`src/rtl/calc_phase_sequencer_if.sv`:
```
// Signal bundle between calc_phase_sequencer and its environment: top-level
// handshake, PreProcess, Calculator_FSM and the shared Data_Ram port.
// The master side is the sequencer; the slave side is everything around it.
interface calc_phase_sequencer_if #(
  parameter int ADDR_W   = 8,
  parameter int DATA_W   = 16,
  parameter int INSTR_AW = 6
);
  // top-level handshake and status
  logic                Start;
  logic                Busy;
  logic                Finish;
  logic                Fault;
  logic [1:0]          Fault_Code;
  logic [DATA_W-1:0]   Result;
  // preprocessor side
  logic [INSTR_AW-1:0] Instr_Addr;
  logic                Pre_En;
  logic [ADDR_W-1:0]   Pre_Rd_Ptr;
  logic [ADDR_W-1:0]   Pre_Wr_Ptr;
  logic [DATA_W-1:0]   Pre_Dout;
  logic                Pre_Finish;
  // calculator FSM side
  logic                Fsm_En;
  logic [ADDR_W-1:0]   Fsm_Ptr;
  logic [DATA_W-1:0]   Fsm_Instr;
  logic                Fsm_Finish;
  logic                Fsm_Fault;
  logic [DATA_W-1:0]   Fsm_Result;
  // shared RAM port
  logic                Ram_Wr;
  logic [ADDR_W-1:0]   Ram_Addr;
  logic [DATA_W-1:0]   Ram_Din;
  logic [DATA_W-1:0]   Ram_Dout;

  modport master (
    input  Start, Pre_Rd_Ptr, Pre_Wr_Ptr, Pre_Dout, Pre_Finish,
           Fsm_Ptr, Fsm_Finish, Fsm_Fault, Fsm_Result, Ram_Dout,
    output Busy, Finish, Fault, Fault_Code, Result, Instr_Addr, Pre_En,
           Fsm_En, Fsm_Instr, Ram_Wr, Ram_Addr, Ram_Din
  );

  modport slave (
    output Start, Pre_Rd_Ptr, Pre_Wr_Ptr, Pre_Dout, Pre_Finish,
           Fsm_Ptr, Fsm_Finish, Fsm_Fault, Fsm_Result, Ram_Dout,
    input  Busy, Finish, Fault, Fault_Code, Result, Instr_Addr, Pre_En,
           Fsm_En, Fsm_Instr, Ram_Wr, Ram_Addr, Ram_Din
  );
endinterface

```
`src/rtl/calc_phase_sequencer.sv`:
```
// Sequences one calculation: PreProcess fills Data_Ram (PRE), one turnaround
// cycle (GAP), then Calculator_FSM reads it back (EVAL). Owns the RAM port
// mux, the start/finish handshake, a per-phase watchdog and fault reporting.
module calc_phase_sequencer #(
  parameter int ADDR_W   = 8,
  parameter int DATA_W   = 16,
  parameter int INSTR_AW = 6,
  parameter int TIMEOUT  = 1023
) (
  input logic                 Sysclk,
  input logic                 Rst_n,
  calc_phase_sequencer_if.master bus
);

  localparam int CNT_W = (TIMEOUT < 2) ? 1 : $clog2(TIMEOUT + 1);
  localparam logic [CNT_W-1:0]  CNT_LIMIT = CNT_W'(TIMEOUT);
  localparam logic [ADDR_W-1:0] ADDR_LAST = {ADDR_W{1'b1}};

  localparam logic [2:0] S_IDLE = 3'd0;
  localparam logic [2:0] S_PRE  = 3'd1;
  localparam logic [2:0] S_GAP  = 3'd2;
  localparam logic [2:0] S_EVAL = 3'd3;
  localparam logic [2:0] S_DONE = 3'd4;
  localparam logic [2:0] S_ERR  = 3'd5;

  localparam logic [1:0] FC_NONE    = 2'b00;
  localparam logic [1:0] FC_FSM     = 2'b01;
  localparam logic [1:0] FC_TIMEOUT = 2'b10;
  localparam logic [1:0] FC_OVFL    = 2'b11;

  logic [2:0]        state;
  logic [2:0]        next_state;
  logic [CNT_W-1:0]  phase_cnt;
  logic              timed_out;
  logic [1:0]        err_code;      // code to load when entering ERR
  logic              load_result;
  logic              restart;       // IDLE entered from DONE/ERR: go on to PRE
  logic              finish_q;
  logic              fault_q;
  logic [1:0]        code_q;
  logic [DATA_W-1:0] result_q;

  assign timed_out = (phase_cnt == CNT_LIMIT);

  // Next-state selection; within a phase, finish/fault beat overflow beat timeout.
  always_comb begin
    next_state  = state;
    err_code    = FC_NONE;
    load_result = 1'b0;
    case (state)
      S_IDLE: begin
        if (bus.Start || restart) next_state = S_PRE;
        else                      next_state = S_IDLE;
      end
      S_PRE: begin
        if (bus.Pre_Finish) begin
          next_state = S_GAP;
        end else if (bus.Pre_Wr_Ptr == ADDR_LAST) begin
          next_state = S_ERR;
          err_code   = FC_OVFL;
        end else if (timed_out) begin
          next_state = S_ERR;
          err_code   = FC_TIMEOUT;
        end else begin
          next_state = S_PRE;
        end
      end
      S_GAP: begin
        next_state = S_EVAL;
      end
      S_EVAL: begin
        if (bus.Fsm_Fault) begin
          next_state = S_ERR;
          err_code   = FC_FSM;
        end else if (bus.Fsm_Finish) begin
          next_state  = S_DONE;
          load_result = 1'b1;
        end else if (timed_out) begin
          next_state = S_ERR;
          err_code   = FC_TIMEOUT;
        end else begin
          next_state = S_EVAL;
        end
      end
      S_DONE, S_ERR: begin
        if (bus.Start) next_state = S_IDLE;
        else           next_state = state;
      end
      default: begin
        // unused encodings are treated as a controller fault
        next_state = S_ERR;
        err_code   = FC_FSM;
      end
    endcase
  end

  // State register; reset aborts any phase at once.
  always_ff @(posedge Sysclk or negedge Rst_n) begin
    if (!Rst_n) state <= S_IDLE;
    else        state <= next_state;
  end

  // Remember that IDLE was entered by a restart so PRE follows without a new Start.
  always_ff @(posedge Sysclk or negedge Rst_n) begin
    if (!Rst_n)                                             restart <= 1'b0;
    else if ((state == S_DONE || state == S_ERR) && bus.Start) restart <= 1'b1;
    else if (state == S_IDLE)                               restart <= 1'b0;
    else                                                    restart <= restart;
  end

  // Phase watchdog: counts while staying in PRE or EVAL, zero everywhere else.
  always_ff @(posedge Sysclk or negedge Rst_n) begin
    if (!Rst_n)
      phase_cnt <= '0;
    else if ((state == S_PRE || state == S_EVAL) && next_state == state)
      phase_cnt <= phase_cnt + CNT_W'(1);
    else
      phase_cnt <= '0;
  end

  // Registered status: set on entry to DONE/ERR, cleared by an accepted restart.
  always_ff @(posedge Sysclk or negedge Rst_n) begin
    if (!Rst_n) begin
      finish_q <= 1'b0;
      fault_q  <= 1'b0;
      code_q   <= FC_NONE;
    end else if (next_state == S_ERR && state != S_ERR) begin
      finish_q <= 1'b0;
      fault_q  <= 1'b1;
      code_q   <= err_code;
    end else if (next_state == S_DONE && state != S_DONE) begin
      finish_q <= 1'b1;
      fault_q  <= 1'b0;
      code_q   <= FC_NONE;
    end else if ((state == S_DONE || state == S_ERR) && bus.Start) begin
      finish_q <= 1'b0;
      fault_q  <= 1'b0;
      code_q   <= FC_NONE;
    end else begin
      finish_q <= finish_q;
      fault_q  <= fault_q;
      code_q   <= code_q;
    end
  end

  // Result capture on the same edge the FSM finish is accepted.
  always_ff @(posedge Sysclk or negedge Rst_n) begin
    if (!Rst_n)           result_q <= '0;
    else if (load_result) result_q <= bus.Fsm_Result;
    else                  result_q <= result_q;
  end

  // Enables and RAM port mux decoded from the state; writes only ever in PRE.
  always_comb begin
    bus.Busy       = 1'b0;
    bus.Pre_En     = 1'b0;
    bus.Fsm_En     = 1'b0;
    bus.Ram_Wr     = 1'b0;
    bus.Ram_Addr   = '0;
    bus.Ram_Din    = '0;
    bus.Instr_Addr = '0;
    bus.Fsm_Instr  = '0;
    case (state)
      S_PRE: begin
        bus.Busy       = 1'b1;
        bus.Pre_En     = 1'b1;
        bus.Ram_Wr     = ~bus.Pre_Finish;
        bus.Ram_Addr   = bus.Pre_Wr_Ptr;
        bus.Ram_Din    = bus.Pre_Dout;
        bus.Instr_Addr = bus.Pre_Rd_Ptr[INSTR_AW-1:0];
      end
      S_GAP: begin
        // bus turnaround: preprocessor holds its finish, nobody drives RAM
        bus.Busy   = 1'b1;
        bus.Pre_En = 1'b1;
      end
      S_EVAL: begin
        bus.Busy      = 1'b1;
        bus.Pre_En    = 1'b1;
        bus.Fsm_En    = 1'b1;
        bus.Ram_Addr  = bus.Fsm_Ptr;
        bus.Fsm_Instr = bus.Ram_Dout;
      end
      default: begin
        bus.Busy = 1'b0;
      end
    endcase
  end

  assign bus.Finish     = finish_q;
  assign bus.Fault      = fault_q;
  assign bus.Fault_Code = code_q;
  assign bus.Result     = result_q;

endmodule

```
`src/flat_wrapper.sv`:
```
// flat-port wrapper written by rule: the top's interface ports become plain ports
module calc_phase_sequencer_flat 
#(
  parameter int ADDR_W   = 8,
  parameter int DATA_W   = 16,
  parameter int INSTR_AW = 6,
  parameter int TIMEOUT  = 1023
)
  (Sysclk, Rst_n, bus_Start, bus_Pre_Rd_Ptr, bus_Pre_Wr_Ptr, bus_Pre_Dout, bus_Pre_Finish, bus_Fsm_Ptr, bus_Fsm_Finish, bus_Fsm_Fault, bus_Fsm_Result, bus_Ram_Dout, bus_Busy, bus_Finish, bus_Fault, bus_Fault_Code, bus_Result, bus_Instr_Addr, bus_Pre_En, bus_Fsm_En, bus_Fsm_Instr, bus_Ram_Wr, bus_Ram_Addr, bus_Ram_Din);
  calc_phase_sequencer_if #(.ADDR_W(ADDR_W), .DATA_W(DATA_W), .INSTR_AW(INSTR_AW)) bus_i ();
  input logic Sysclk;
  input logic Rst_n;
  input wire logic [$bits(bus_i.Start)-1:0] bus_Start;
  input wire logic [$bits(bus_i.Pre_Rd_Ptr)-1:0] bus_Pre_Rd_Ptr;
  input wire logic [$bits(bus_i.Pre_Wr_Ptr)-1:0] bus_Pre_Wr_Ptr;
  input wire logic [$bits(bus_i.Pre_Dout)-1:0] bus_Pre_Dout;
  input wire logic [$bits(bus_i.Pre_Finish)-1:0] bus_Pre_Finish;
  input wire logic [$bits(bus_i.Fsm_Ptr)-1:0] bus_Fsm_Ptr;
  input wire logic [$bits(bus_i.Fsm_Finish)-1:0] bus_Fsm_Finish;
  input wire logic [$bits(bus_i.Fsm_Fault)-1:0] bus_Fsm_Fault;
  input wire logic [$bits(bus_i.Fsm_Result)-1:0] bus_Fsm_Result;
  input wire logic [$bits(bus_i.Ram_Dout)-1:0] bus_Ram_Dout;
  output wire logic [$bits(bus_i.Busy)-1:0] bus_Busy;
  output wire logic [$bits(bus_i.Finish)-1:0] bus_Finish;
  output wire logic [$bits(bus_i.Fault)-1:0] bus_Fault;
  output wire logic [$bits(bus_i.Fault_Code)-1:0] bus_Fault_Code;
  output wire logic [$bits(bus_i.Result)-1:0] bus_Result;
  output wire logic [$bits(bus_i.Instr_Addr)-1:0] bus_Instr_Addr;
  output wire logic [$bits(bus_i.Pre_En)-1:0] bus_Pre_En;
  output wire logic [$bits(bus_i.Fsm_En)-1:0] bus_Fsm_En;
  output wire logic [$bits(bus_i.Fsm_Instr)-1:0] bus_Fsm_Instr;
  output wire logic [$bits(bus_i.Ram_Wr)-1:0] bus_Ram_Wr;
  output wire logic [$bits(bus_i.Ram_Addr)-1:0] bus_Ram_Addr;
  output wire logic [$bits(bus_i.Ram_Din)-1:0] bus_Ram_Din;
  assign bus_i.Start = bus_Start;
  assign bus_i.Pre_Rd_Ptr = bus_Pre_Rd_Ptr;
  assign bus_i.Pre_Wr_Ptr = bus_Pre_Wr_Ptr;
  assign bus_i.Pre_Dout = bus_Pre_Dout;
  assign bus_i.Pre_Finish = bus_Pre_Finish;
  assign bus_i.Fsm_Ptr = bus_Fsm_Ptr;
  assign bus_i.Fsm_Finish = bus_Fsm_Finish;
  assign bus_i.Fsm_Fault = bus_Fsm_Fault;
  assign bus_i.Fsm_Result = bus_Fsm_Result;
  assign bus_i.Ram_Dout = bus_Ram_Dout;
  assign bus_Busy = bus_i.Busy;
  assign bus_Finish = bus_i.Finish;
  assign bus_Fault = bus_i.Fault;
  assign bus_Fault_Code = bus_i.Fault_Code;
  assign bus_Result = bus_i.Result;
  assign bus_Instr_Addr = bus_i.Instr_Addr;
  assign bus_Pre_En = bus_i.Pre_En;
  assign bus_Fsm_En = bus_i.Fsm_En;
  assign bus_Fsm_Instr = bus_i.Fsm_Instr;
  assign bus_Ram_Wr = bus_i.Ram_Wr;
  assign bus_Ram_Addr = bus_i.Ram_Addr;
  assign bus_Ram_Din = bus_i.Ram_Din;
  calc_phase_sequencer #(.ADDR_W(ADDR_W), .DATA_W(DATA_W), .INSTR_AW(INSTR_AW), .TIMEOUT(TIMEOUT)) u_core (.Sysclk(Sysclk), .Rst_n(Rst_n), .bus(bus_i));
endmodule
```
`config.mk`:
```
export PLATFORM = sky130hd
export DESIGN_NAME = calc_phase_sequencer_flat
export DESIGN_NICKNAME = d
export VERILOG_FILES = /design/src/rtl/calc_phase_sequencer_if.sv /design/src/rtl/calc_phase_sequencer.sv /design/src/flat_wrapper.sv
export SDC_FILE = /design/constraint.sdc
export NUM_CORES = 1
export LEC_CHECK = 0
export BUFFER_PORTS_ARGS = -buffer_cell sky130_fd_sc_hd__clkbuf_2
export CAP_MARGIN = 20
export CORE_UTILIZATION = 40
export CTS_CLUSTER_DIAMETER = 30
export CTS_CLUSTER_SIZE = 25
export DETAILED_ROUTE_END_ITERATION = 8
export PLACE_DENSITY = 0.85
export SYNTH_ARGS = -nofsm -noshare
export SYNTH_HDL_FRONTEND = slang
export SYNTH_SLANG_ARGS = --single-unit
```
`constraint.sdc`:
```
create_clock -name Sysclk -period 6.5 [get_ports Sysclk]
set_clock_uncertainty 0.2 [all_clocks]
set_input_delay 1.3 -clock Sysclk [delete_from_list [all_inputs] [get_ports Sysclk]]
set_output_delay 1.3 -clock Sysclk [all_outputs]
set_load 0.005 [all_outputs]
```
==> qor.yml, run 1 <==
clocking:
  cts_tree: "done"
  cts_sinks: 34
  cts_hold_buffers: 0
  clk_pin_slew_worst_paths_ns: 0.07
  cts_resized: 0
  cts.htree.levels: 2
  numCtsBuffers: 5
  cts_max_path_buffers: 2
  postCtsSetupBuffers: 0
  clock_latency_ns: 0.29
  clock_tree.root_cell: "clkbuf_8"
critical_path:
  r2r_cells: 6
  r2r-end: "u_core.bus.Result[4]$_DFFE_PN0P_"
  reg2reg_from: "u_core.state[2]$_DFF_PN0_"
  critPathMaxStageDelay_ns: 0.87
  crit_path_start: "u_core.state[2]$_DFF_PN0_"
  rrSetupSlack_ns: 2.67
  worstPathArrival_ns: 2.62
  cp_num_buf_inv: 2
  crit_family: "simple AND/OR/NAND/NOR gates"
  cp-start-kind: "flop"
  crit_type: "flop to output port"
  critPathSlowestCell: "nor2b_1"
  crit_fanout: 19
  path_cells: "nor2b_1 > nand2_1 > inv_1 > a22o_1 > clkbuf_2"
  worst_ep_required_time_ns: 5.00
  end_kind: "output port"
floorplan:
  die_height_um: 73.10
  num_rows: 25
  die_area_um2: 5343
  dieWidth_um: 73.10
  initial_core_util_pct: 42.25
  ios: 148
  coreArea_um2: 4786
routing:
  postRouteAntennaNets: 0
  wl_per_cell_um: 13.61
  wl_um: 5498
  drc: 0
  dr.pass1.iters: 4
  dr_total_vias: 2056
  avgViaCountPerCell: 5.089
  drt_iter0_drc: 59
power_and_ir_drop:
  p_int_mw: 0.6972
  switching_share_pct: 39.33
  static-leakage-power_nw: 1.574
  ir_drop_v: 0.0002853
  pwr-share-comb_pct: 53.9
  p_seq_share_pct: 32.1
  clock_power_share_pct: 14.0
  total_power_mw: 1.149
  p_sw_mw: 0.4519
  power_density_nw_per_um2: 403.0
cells_and_area:
  synthToLayoutAreaGrowth_pct: 41.03
  final_core_util_pct: 59.58
  antenna_cells: 0
  finalNetCount: 415
  regArea_um2: 850.8
  final_area_um2: 2851
  multi_input_area_um2: 1085
  drive_gt1_share_pct: 52.52
  fin_cells: 404
  fillers: 420
status:
  status: "finished clean"
placed_design:
  postPlaceCellArea_um2: 2760
  dp_worst_setup_slack_ns: 2.714
  portBuffers: 145
  place_inst: 396
  gp_congestion: 0.8619
  place_hpwl_um: 4260
logic_synthesis:
  syn-num-nets: 276
  synth_cell_types: 44
  post-synth-top-count-cell: "dfrtp_1"
  ys_ff_latch: 34
  yosysTopAreaCell: "dfrtp_1"
  yosys-top-cells-count: "dfrtp_1 (34), and2_1 (22), and3_1 (17), nor2_1 (15), nand2_1 (12)"
  synthTopCellsByArea: "dfrtp_1 (42%), and2_1 (6.8%), mux2_4 (6.7%)"
  syn_inst: 197
  netlist_area_um2: 2022
  synthArstFlopShare_pct: 100.0
  yosysSeqAreaShare_pct: 42.08
  avgSynthCellArea_um2: 10.26
  yosysTopAreaCellShare_pct: 42.08
  synth_edf_count: 0
  ys.flop_type: "dfrtp_1"
  yosys_warnings: 0
sta:
  rsz0062_at_grt: "no"
  final-setup-viol-count: 0
  slew_headroom_pct: 31.52
  fin_ws_ns: 2.379
  period_needed_ns: 4.121
  final-hold-violation-count: 0
  fin_setup_tns_ns: 0
  holdWs_ns: 0.2964
  drv_slew: 0
  period_share_pct: 63.41
  fmax_mhz: 242.6
  tightestPinTransition_ns: 1.025
global_route:
  grt_pass1_wl_um: 8224
  first_global_vias: 1900
  grt_use_total_pct: 20.14
  grt_start_max_net_pins: 35
  antenna_found_initial: 0
  globalRouteOverflowTotal: 0
min_path:
  worstHoldEndpoint: "u_core.phase_cnt[0]$_DFF_PN0_"
  hold_depth: 1
  hold_start: "u_core.phase_cnt[0]$_DFF_PN0_"
  hold_class: "flop to flop"
flow_run:
  maxCapViolations: 0
==> layer usage <==
layer | global-route usage (%) | part of all wire (%)
met1 | 22.79 | 40
met2 | 35.19 | 49
met3 | 6.630 | 9.6
met4 | 7.407 | 1.4
met5 | 0 | 0
==> placed cells by master (no fill, tap or decap), types with 2 or more instances in the layout <==
cell and count:
a22o_1 9, nand2b_1 2, nand4_1 4, o21ai_0 3
clkbuf_8 6, mux2_2 7, a31oi_1 2, xor2_1 6
nand2_1 12, nor2_1 15, and3_1 17, a21oi_1 5
inv_1 3, and2_1 22, clkbuf_2 145, xnor2_1 2
nor2b_1 3, mux2_4 9, nand3_1 7, dfrtp_1 34
o211ai_1 2
==> power groups by stage <==
stage          combinational, mW  sequential, mW  clock [mW]
2_1_floorplan              0.422           0.337           0
3_3_place_gp               0.609           0.364           0
3_5_place_dp               0.626           0.367           0
4_1_cts                    0.627           0.367       0.163
5_1_grt                    0.685           0.382       0.175
6_report                   0.620           0.369       0.160
==> registers in the layout, indices dropped and copies added (netlist names) <==
register and count:
u_core.bus.Fault 1, u_core.state 3, u_core.phase_cnt 10, u_core.bus.Finish 1, u_core.bus.Result 16, u_core.bus.Fault_Code 2, u_core.restart 1
==> cells by family (layout without fill, tap and decap cells) <==
family / Yosys count / in the layout / share of synthesized area, %
xor+xnor: 8 / 8 / 3.465
simple gates: 87 / 87 / 24.50
compound gates: 34 / 34 / 14.48
flops: 34 / 34 / 42.08
mux: 16 / 16 / 10.58
buf+inv: 17 / 157 / 4.269
fa+ha+maj: 1 / 1 / 0.6187
==> area by class of cell <==
type                    instances  share of cell area [%]
clock buffers                   7                   3.028
clock inverters                 1                  0.1755
inverters                       4                  0.5265
multi-input cells             146                   38.04
flip-flops and latches         34                   29.84
well taps                      67                   2.940
repair buffers                145                   25.45
==> worst max-delay path by stage <==
stage / endpoint / cells after the start
2_1_floorplan: bus_Ram_Wr / 1
3_3_place_gp: u_core.bus.Result[6]$_DFFE_PN0P_ / 6
3_5_place_dp: u_core.bus.Result[4]$_DFFE_PN0P_ / 6
4_1_cts: bus_Ram_Addr[6] / 5
5_1_grt: bus_Ram_Addr[2] / 5
6_report: bus_Ram_Addr[7] / 5
Power figures use the tool's default switching activity.
==> inputs of run 2 (changes only) <==
- clock period: 6.5 -> 3.95 ns (I/O delays scaled with it)
==> run 2 against run 1 <==
- clock power is 46% higher
- hold slack worse by 0.0017 ns
- sequential power rose by 64%
- largest cell class unchanged
==> qor.yml, run 2 (synthesis gave the netlist of run 1 again) <==
cells_and_area:
  synthToLayoutAreaGrowth_pct: 41.52
  final_cell_mix: "clkbuf_2 (145), dfrtp_1 (34), and2_1 (22)"
  fillers: 447  # +6.4%
  finalNetCount: 418  # +0.72%
  regArea_um2: 850.8  # unchanged
  antenna_cells: 0  # unchanged
  multi_input_area_um2: 1085  # unchanged
  drive_gt1_share_pct: 53.10  # +0.58 points
  largest_register_ffs: 16  # unchanged
  layout_commonest_cell: "clkbuf_2"
floorplan:
  dieWidth_um: 73.10  # unchanged
  die_area_um2: 5343  # unchanged
  initial_core_util_pct: 42.25  # unchanged
  ios: 148  # unchanged
  num_rows: 25  # unchanged
  die_height_um: 73.10  # unchanged
  coreArea_um2: 4786  # unchanged
critical_path:
  rrSetupSlack_ns: 1.16  # -1.51 ns
  worst_ep_required_time_ns: 2.96  # -2.04 ns
  worstPathArrival_ns: 1.96  # -0.66 ns
  r2r-end: "u_core.bus.Result[6]$_DFFE_PN0P_"
  end_kind: "output port"
  cp-start-kind: "flop"
  r2r_cells: 6  # unchanged
  crit_type: "flop to output port"
  crit_fanout: 28  # +9
  reg2reg_from: "u_core.state[1]$_DFF_PN0_"
global_route:
  globalRouteOverflowTotal: 0  # unchanged
  grt_use_total_pct: 19.95  # -0.19 points
  first_global_vias: 1897  # -0.16%
  grt_pass1_wl_um: 8197  # -0.33%
  antenna_found_initial: 0  # unchanged
  grt_start_max_net_pins: 35  # unchanged
sta:
  period_share_pct: 74.76
  fmax_mhz: 338.6
  slew_headroom_pct: 46.04  # +15 points
  fin_setup_tns_ns: 0  # unchanged
  drv_slew: 0  # unchanged
  rsz0062_at_grt: "no"
  final-hold-violation-count: 0  # unchanged
  period_needed_ns: 2.953
  final-setup-viol-count: 0  # unchanged
  tightestPinTransition_ns: 0.8094  # -0.2157 ns
routing:
  avgViaCountPerCell: 4.978  # -2.2%
  postRouteAntennaNets: 0  # unchanged
  drc: 0  # unchanged
  dr_total_vias: 2021  # -1.7%
  wl_um: 5281  # -3.9%
  dr.pass1.iters: 4  # unchanged
  wl_per_cell_um: 13.01  # -4.4%
  drt_iter0_drc: 64  # +8.5%
clocking:
  cts_max_path_buffers: 2  # unchanged
  clk_pin_slew_worst_paths_ns: 0.07  # about the same
  cts_tree: "done"
  cts_resized: 0  # unchanged
  cts.htree.levels: 2  # unchanged
  clock_tree.root_cell: "clkbuf_8"
  numCtsBuffers: 5  # unchanged
  cts_sinks: 34  # unchanged
  clock_latency_ns: 0.28  # about the same
  cts_hold_buffers: 0  # unchanged
  postCtsSetupBuffers: 0  # unchanged
min_path:
  hold_start: "u_core.bus.Finish$_DFFE_PN0P_"
  worstHoldEndpoint: "u_core.bus.Finish$_DFFE_PN0P_"
  hold_depth: 1  # unchanged
  hold_class: "flop to flop"
placed_design:
  place_hpwl_um: 4140  # -2.8%
  portBuffers: 145  # unchanged
  gp_congestion: 0.9227  # +7.1%
power_and_ir_drop:
  power_density_nw_per_um2: 654.7  # +62%
  total_power_mw: 1.873  # +63%
  static-leakage-power_nw: 1.585  # +0.68%
  ir_drop_v: 0.0004316  # +51%
flow_run:
  maxCapViolations: 0  # unchanged
status:
  status: "finished clean"
[run 2: layout make-up]
class / count / share of cell area (%)
repair buffers: 148 / 26.15
flip-flops and latches: 34 / 29.73
multi-input cells: 146 / 37.91
clock inverters: 2 / 0.3498
well taps: 67 / 2.930
inverters: 4 / 0.5247
clock buffers: 5 / 2.405
[run 2: worst max-delay path, stage by stage, from the launching register on]
cell and delay [ns]:
dfrtp_1 0.81, nand2_1 0.16, inv_1 0.37, a22o_1 0.22
clkbuf_2 0.12
[run 2: routing by layer]
metal / vias up / track usage, % / wire length, µm
met4: 0 / 7.190 / 45
li1: 979 / - / -
met1: 932 / 23.02 / 2117
met5: - / 0 / 0
met3: 4 / 5.663 / 556
met2: 106 / 35.08 / 2561
[run 2: power by group]
group          internal, mW  leakage (nW)  switching, mW
Clock                 0.118        0.0438          0.115
Sequential            0.472         0.433          0.131
Combinational         0.554          1.11          0.483
[run 2: through the flow]
step	instances	worst slack [ns]	instance area, µm²	hold WS, ns	utilization [%]
3_5_place_dp	399	1.171	2783	0.2734	58.14
2_1_floorplan	197	1.441	2022	0.2552	-
4_1_cts	406	0.9965	2861	0.2978	59.79
5_1_grt	406	0.7986	2861	0.3204	59.79
3_3_place_gp	399	1.246	2783	0.2639	58.14
6_report	406	0.9971	2861	0.2947	59.79
[run 2: worst max path at each step]
stage	from	slack (ns)	end
6_report	u_core.state[1]$_DFF_PN0_	1.0	bus_Ram_Addr[2]
5_1_grt	u_core.state[1]$_DFF_PN0_	0.80	bus_Ram_Addr[3]
4_1_cts	u_core.state[1]$_DFF_PN0_	1.0	bus_Ram_Addr[6]
3_5_place_dp	u_core.state[1]$_DFF_PN0_	1.17	u_core.bus.Result[6]$_DFFE_PN0P_
3_3_place_gp	u_core.state[1]$_DFF_PN0_	1.25	u_core.bus.Result[3]$_DFFE_PN0P_
2_1_floorplan	bus_Fsm_Finish	1.44	u_core.bus.Result[10]$_DFFE_PN0P_
